===== config.mk =====
export PLATFORM = sky130hd
export DESIGN_NAME = seg7_disp_sched_flat
export DESIGN_NICKNAME = d
export VERILOG_FILES = /design/src/rtl/seg7_pkg.sv /design/src/rtl/seg7_disp_sched_if.sv /design/src/rtl/seg7_rr_pick.sv /design/src/rtl/seg7_disp_sched.sv /design/src/flat_wrapper.sv
export SDC_FILE = /design/constraint.sdc
export NUM_CORES = 1
export LEC_CHECK = 0
export BUFFER_PORTS_ARGS = -buffer_cell sky130_fd_sc_hd__buf_2
export CAP_MARGIN = 20
export CORE_MARGIN = 2
export CORE_UTILIZATION = 49
export DETAILED_ROUTE_END_ITERATION = 6
export GPL_ROUTABILITY_DRIVEN = 0
export MAX_ROUTING_LAYER = met4
export PLACE_DENSITY = 0.87
export SLEW_MARGIN = 20
export SYNTH_ARGS = -nofsm -noshare
export SYNTH_HDL_FRONTEND = slang
export SYNTH_HIERARCHICAL = 1
export SYNTH_SLANG_ARGS = --single-unit

===== constraint.sdc =====
create_clock -name iCLK -period 3.8 [get_ports iCLK]
set_clock_uncertainty 0.1 [all_clocks]
set_input_delay 0.38 -clock iCLK [delete_from_list [all_inputs] [get_ports iCLK]]
set_output_delay 0.38 -clock iCLK [all_outputs]
set_load 0.02 [all_outputs]

===== src/rtl/seg7_pkg.sv =====
// Shared types and constants for the 7-segment display scheduler.
package seg7_pkg;

  localparam int DIG_W = 16;

  typedef enum logic {
    IDLE = 1'b0,
    SHOW = 1'b1
  } state_t;

endpackage


===== src/rtl/seg7_disp_sched_if.sv =====
// Requester-side bus and display-register outputs of the scheduler.
interface seg7_disp_sched_if
  import seg7_pkg::*;
#(
  parameter int NREQ = 4
) ();

  logic [NREQ-1:0]       iREQ;
  logic [DIG_W*NREQ-1:0] iDATA;
  logic                  iPRI_EN;
  logic [DIG_W-1:0]      oDIG;
  logic                  oWR;
  logic [NREQ-1:0]       oGNT;
  logic                  oSWITCH;

  modport master (
    output iREQ, iDATA, iPRI_EN,
    input  oDIG, oWR, oGNT, oSWITCH
  );

  modport slave (
    input  iREQ, iDATA, iPRI_EN,
    output oDIG, oWR, oGNT, oSWITCH
  );

endinterface


===== src/rtl/seg7_rr_pick.sv =====
// Combinational round-robin picker: first active request after the last grant.
module seg7_rr_pick #(
  parameter int NREQ = 4,
  parameter int PW   = 2
) (
  input  logic [NREQ-1:0] i_req,
  input  logic [PW-1:0]   i_ptr,
  output logic [NREQ-1:0] o_gnt,
  output logic [PW-1:0]   o_idx,
  output logic            o_valid
);

  logic [PW-1:0] w_cand;

  // The last-granted requester is visited last, so it only wins when alone.
  always_comb begin
    o_gnt   = '0;
    o_idx   = '0;
    o_valid = 1'b0;
    w_cand  = '0;
    for (int i = 1; i <= NREQ; i++) begin
      w_cand = PW'((int'(i_ptr) + i) % NREQ);
      if (!o_valid && i_req[w_cand]) begin
        o_valid       = 1'b1;
        o_idx         = w_cand;
        o_gnt[w_cand] = 1'b1;
      end
    end
  end

endmodule


===== src/rtl/seg7_disp_sched.sv =====
// Time-shares the 4-digit display register among NREQ requesters with
// round-robin dwell grants and optional preemption by requester 0.
module seg7_disp_sched
  import seg7_pkg::*;
#(
  parameter int              NREQ      = 4,
  parameter int              DWELL_CYC = 25000000,
  parameter int              DWELL_W   = 25,
  parameter logic [DIG_W-1:0] BLANK_VAL = 16'h0000
) (
  input  logic             iCLK,
  input  logic             iRST_N,
  seg7_disp_sched_if.slave bus
);

  localparam int PW = (NREQ > 1) ? $clog2(NREQ) : 1;

  state_t              r_state, w_stateNext;
  logic [PW-1:0]       r_ptr, w_ptrNext;
  logic [DWELL_W-1:0]  r_cnt, w_cntNext, w_cntDec;
  logic [NREQ-1:0]     r_gnt, w_gntNext;
  logic [DIG_W-1:0]    r_dig, w_digNext;
  logic                r_wr, w_wrNext;
  logic                r_sw, w_swNext;

  logic [DIG_W-1:0]    w_data [NREQ];
  logic [NREQ-1:0]     w_pickGnt;
  logic [PW-1:0]       w_pickIdx;
  logic                w_pickValid;
  logic                w_pre;
  logic                w_curReq;
  logic                w_doGrant;
  logic                w_toIdle;
  logic [PW-1:0]       w_grantIdx;
  logic [NREQ-1:0]     w_grantVec;

  for (genvar g = 0; g < NREQ; g++) begin : g_data
    assign w_data[g] = bus.iDATA[DIG_W*g +: DIG_W];
  end

  seg7_rr_pick #(
    .NREQ (NREQ),
    .PW   (PW)
  ) u_pick (
    .i_req   (bus.iREQ),
    .i_ptr   (r_ptr),
    .o_gnt   (w_pickGnt),
    .o_idx   (w_pickIdx),
    .o_valid (w_pickValid)
  );

  assign w_pre    = bus.iPRI_EN && bus.iREQ[0] && !((r_state == SHOW) && r_gnt[0]);
  assign w_curReq = bus.iREQ[r_ptr];
  assign w_cntDec = (r_cnt == '0) ? '0 : r_cnt - DWELL_W'(1);

  // Preemption overrides every other grant decision in either state.
  always_comb begin
    w_stateNext = r_state;
    w_ptrNext   = r_ptr;
    w_cntNext   = w_cntDec;
    w_gntNext   = r_gnt;
    w_digNext   = r_dig;
    w_wrNext    = r_wr;
    w_swNext    = 1'b0;
    w_doGrant   = 1'b0;
    w_toIdle    = 1'b0;
    w_grantIdx  = w_pickIdx;
    w_grantVec  = w_pickGnt;

    if (w_pre) begin
      w_doGrant  = 1'b1;
      w_grantIdx = '0;
      w_grantVec = NREQ'(1);
    end else begin
      case (r_state)
        IDLE: begin
          if (w_pickValid) w_doGrant = 1'b1;
        end
        SHOW: begin
          if (!w_curReq) begin
            if (w_pickValid) w_doGrant = 1'b1;
            else             w_toIdle  = 1'b1;
          end else if ((r_cnt == '0) && (w_pickIdx != r_ptr)) begin
            w_doGrant = 1'b1;
          end
        end
        default: ;
      endcase
    end

    if (w_doGrant) begin
      w_stateNext = SHOW;
      w_ptrNext   = w_grantIdx;
      w_cntNext   = DWELL_W'(DWELL_CYC - 1);
      w_gntNext   = w_grantVec;
      w_digNext   = w_data[w_grantIdx];
      w_wrNext    = 1'b1;
      w_swNext    = 1'b1;
    end else if (w_toIdle) begin
      w_stateNext = IDLE;
      w_gntNext   = '0;
      w_digNext   = BLANK_VAL;
      w_wrNext    = 1'b1;
      w_swNext    = 1'b1;
    end else if (r_state == SHOW) begin
      w_digNext   = w_data[r_ptr];
      w_wrNext    = 1'b1;
    end else begin
      w_gntNext   = '0;
      w_digNext   = BLANK_VAL;
      w_wrNext    = 1'b0;
    end
  end

  always_ff @(posedge iCLK or negedge iRST_N) begin
    if (!iRST_N) begin
      r_state <= IDLE;
      r_ptr   <= PW'(NREQ - 1);
      r_cnt   <= '0;
      r_gnt   <= '0;
      r_dig   <= BLANK_VAL;
      r_wr    <= 1'b0;
      r_sw    <= 1'b0;
    end else begin
      r_state <= w_stateNext;
      r_ptr   <= w_ptrNext;
      r_cnt   <= w_cntNext;
      r_gnt   <= w_gntNext;
      r_dig   <= w_digNext;
      r_wr    <= w_wrNext;
      r_sw    <= w_swNext;
    end
  end

  assign bus.oDIG    = r_dig;
  assign bus.oWR     = r_wr;
  assign bus.oGNT    = r_gnt;
  assign bus.oSWITCH = r_sw;

endmodule

===== src/flat_wrapper.sv =====
// flat-port wrapper written by rule: the top's interface ports become plain ports
module seg7_disp_sched_flat import seg7_pkg::*;
#(
  parameter int              NREQ      = 4,
  parameter int              DWELL_CYC = 25000000,
  parameter int              DWELL_W   = 25,
  parameter logic [DIG_W-1:0] BLANK_VAL = 16'h0000
)
  (iCLK, iRST_N, bus_iREQ, bus_iDATA, bus_iPRI_EN, bus_oDIG, bus_oWR, bus_oGNT, bus_oSWITCH);
  seg7_disp_sched_if #(.NREQ(NREQ)) bus_i ();
  input  logic iCLK;
  input  logic iRST_N;
  input wire logic [$bits(bus_i.iREQ)-1:0] bus_iREQ;
  input wire logic [$bits(bus_i.iDATA)-1:0] bus_iDATA;
  input wire logic [$bits(bus_i.iPRI_EN)-1:0] bus_iPRI_EN;
  output wire logic [$bits(bus_i.oDIG)-1:0] bus_oDIG;
  output wire logic [$bits(bus_i.oWR)-1:0] bus_oWR;
  output wire logic [$bits(bus_i.oGNT)-1:0] bus_oGNT;
  output wire logic [$bits(bus_i.oSWITCH)-1:0] bus_oSWITCH;
  assign bus_i.iREQ = bus_iREQ;
  assign bus_i.iDATA = bus_iDATA;
  assign bus_i.iPRI_EN = bus_iPRI_EN;
  assign bus_oDIG = bus_i.oDIG;
  assign bus_oWR = bus_i.oWR;
  assign bus_oGNT = bus_i.oGNT;
  assign bus_oSWITCH = bus_i.oSWITCH;
  seg7_disp_sched #(.NREQ(NREQ), .DWELL_CYC(DWELL_CYC), .DWELL_W(DWELL_W), .BLANK_VAL(BLANK_VAL)) u_core (.iCLK(iCLK), .iRST_N(iRST_N), .bus(bus_i));
endmodule

==> out/metrics.cfg <==
[status]
status=finished with violations
violations=negative hold slack

[power_and_ir_drop]
p_clk_frac=0.101
power_density_nw_per_um2=686
switching_share=0.451
p_sw_uw=1370
power_frac_seq=0.243
power_frac_comb=0.656
intPower_uw=1670
ir_drop_v=0.000428
power_leakage_uw=0.00195

[die]
start_util=0.498
coreArea_um2=7610
die_x_um=92.0
dieArea_um2=8460
die_y_um=92.0
rows=32
ios=93

[route]
drc_errors=0
detail-route-antenna-nets=0
viasPerCell=6.03
drtPass1Iterations=5
drt_iter0_drc=191
drt-total-wl_um=9770
wl_per_cell_um=17.5
vias=3371

[synthesis]
synth_edf_count=0
synth_area_um2=3790
synth_cell_types=52
netlist_instances=377
ys_warn_count=6
syn_area_per_cell_um2=10.1
syn-num-nets=457
synth_seq_area_share=0.331
synth_seq_cells=50
synthFlopType=dfrtp_1
async_reset_ff_frac=1.00

[global_routing]
grt_pass1_wl_um=16000
grt_max_degree=51
antenna_found_initial=0
grt_usage=0.241
grt_pass1_vias=3378
grt_overflow=0

[finish]
final_cells=559
mostFrequentLayoutCells=buf_2, dfrtp_1, mux2i_1
final_common_cell=buf_2
area_growth_pct=16.7
drive_gt1_frac=0.335
nets=536
n_antenna_cell=0

[placed_design]
dpl.cell_count=551
io_buffers=92
pre_cts_ws_ps=-67.0
dpl.hpwl_um=7010

[worst_setup_path]
crit_path_start_kind=register
cp.required_ps=3920
cp.arrival_ps=3660
end_kind=register
critical_path_class=register to register
cp_max_fo=17

[cts]
hold_buffers=0
cts_root_buffer=clkbuf_8
clock-sinks=50
cts_made_buffers=5
cts_tree=built
clockBufferDepth=2
htreeDepth=2
path_clk_slew_ps=90
clock_latency_ps=300

[sta]
fmax_ghz=0.282
rsz0062_at_grt=false
setup_viol=0
tightest_slew_ps=775
fin_tns_setup_ps=0
setup_ws_ps=257
relSlewSlack=0.481
finalHoldViolCount=15
period_needed_ps=3540
fin_crit_sh=0.932
worst_hold_slack_ps=-4.89
slew_viol_final=0

[flow_run]
max_cap_viol_count=0

[hold_path]
hold_path_class=input pin to async pin

## path summary, 6_finish.rpt
path	startpoint	end	slack (ps)	cells past startpoint
worst max-delay path	u_core/r_ptr[0]	u_core/bus.oDIG[14]	260	10
worst min-delay path	iRST_N	u_core/r_cnt[9]	-5	1
worst max register to register	u_core/r_ptr[0]	u_core/bus.oDIG[14]	260	10
worst min register to register	u_core/r_cnt[0]	u_core/r_cnt[0]	430	1
max in group asynchronous	iRST_N	u_core/r_cnt[13]	3190	1
min in group iCLK	u_core/r_cnt[0]	u_core/r_cnt[0]	430	1
## layout make-up
type                       count  area, um2
clock buffer                   6       72.6
clock inverter                 2       10.0
fill                         666       3180
inverter                      32        120
multi-input combinational    269       2320
sequential                    50       1250
tap                          102        128
timing repair buffer          98        524
## power by group through the flow
stage / logic (uW) / registers [uW] / clock network (uW)
2_1_floorplan: 1340 / 875 / 0
3_3_place_gp: 1860 / 749 / 0
3_5_place_dp: 1950 / 749 / 0
4_1_cts: 1960 / 739 / 312
5_1_grt: 2130 / 754 / 335
6_report: 1990 / 739 / 305
## logic make-up (layout without fill, tap and decap cells)
group                    Yosys count  in the layout  share of synthesized area
AO/OA/AOI/OAI                     71             71                      0.124
adder cells (fa/ha/maj)            9              9                     0.0297
multiplexers                      74             74                      0.264
AND/OR/NAND/NOR                   95             95                      0.139
flip-flops                        50             50                      0.331
XOR/XNOR                          20             20                     0.0462
buffers and inverters             58            138                     0.0663
## flip-flops by register name, summed over array words and instances, names as in the netlist
register,cells
u_core/r_cnt,25
u_core/bus.oWR,1
u_core/r_state,1
u_core/bus.oSWITCH,1
u_core/bus.oGNT,4
u_core/r_ptr,2
u_core/bus.oDIG,16
## routing by layer
layer / up-vias / global-route usage / share of wire
li1: 1552 / - / -
met3: 26 / 0.0526 / 0.056
met2: 136 / 0.411 / 0.52
met4: 0 / 0.0684 / 0.021
met5: - / - / 0
met1: 1657 / 0.288 / 0.40
## cells in the mapped netlist, types with 11 or more instances
master / count / share of area
dfrtp_1: 48 / 0.32
mux2i_1: 38 / 0.10
inv_1: 32 / 0.032
nor2_1: 25 / 0.025
o22ai_1: 20 / 0.033
mux4_2: 19 / 0.11
nand2_1: 19 / 0.019
o21ai_0: 18 / 0.024
mux2_2: 17 / 0.050
clkbuf_1: 11 / 0.011
xnor2_1: 11 / 0.025
## worst max-delay path: stages, from the launching register on
cell,delay (ps)
dfstp_2,680
inv_1,150
ha_2,460
inv_1,190
a311o_1,350
a221oi_4,310
buf_6,280
o21ai_4,260
mux2i_1,190
mux2_2,300
o22ai_1,170
## repair_timing
action                                 in CTS  in global routing
cloned                                      0                  0
endpoints found under the hold margin       0                  0
resized for setup                           1                  2
setup buffers                               0                  0
setup endpoints to repair                   8                 16
## metrics by stage
step / util / total power, uW / instance area [um2]
after global placement: 0.569 / 2610 / 4330
final: 0.582 / 3030 / 4430
after floorplan: - / 2220 / 3790
after CTS: 0.581 / 3010 / 4420
after detailed placement: 0.569 / 2700 / 4330
after global routing: 0.582 / 3220 / 4430
(Power assumes the default switching activity.)
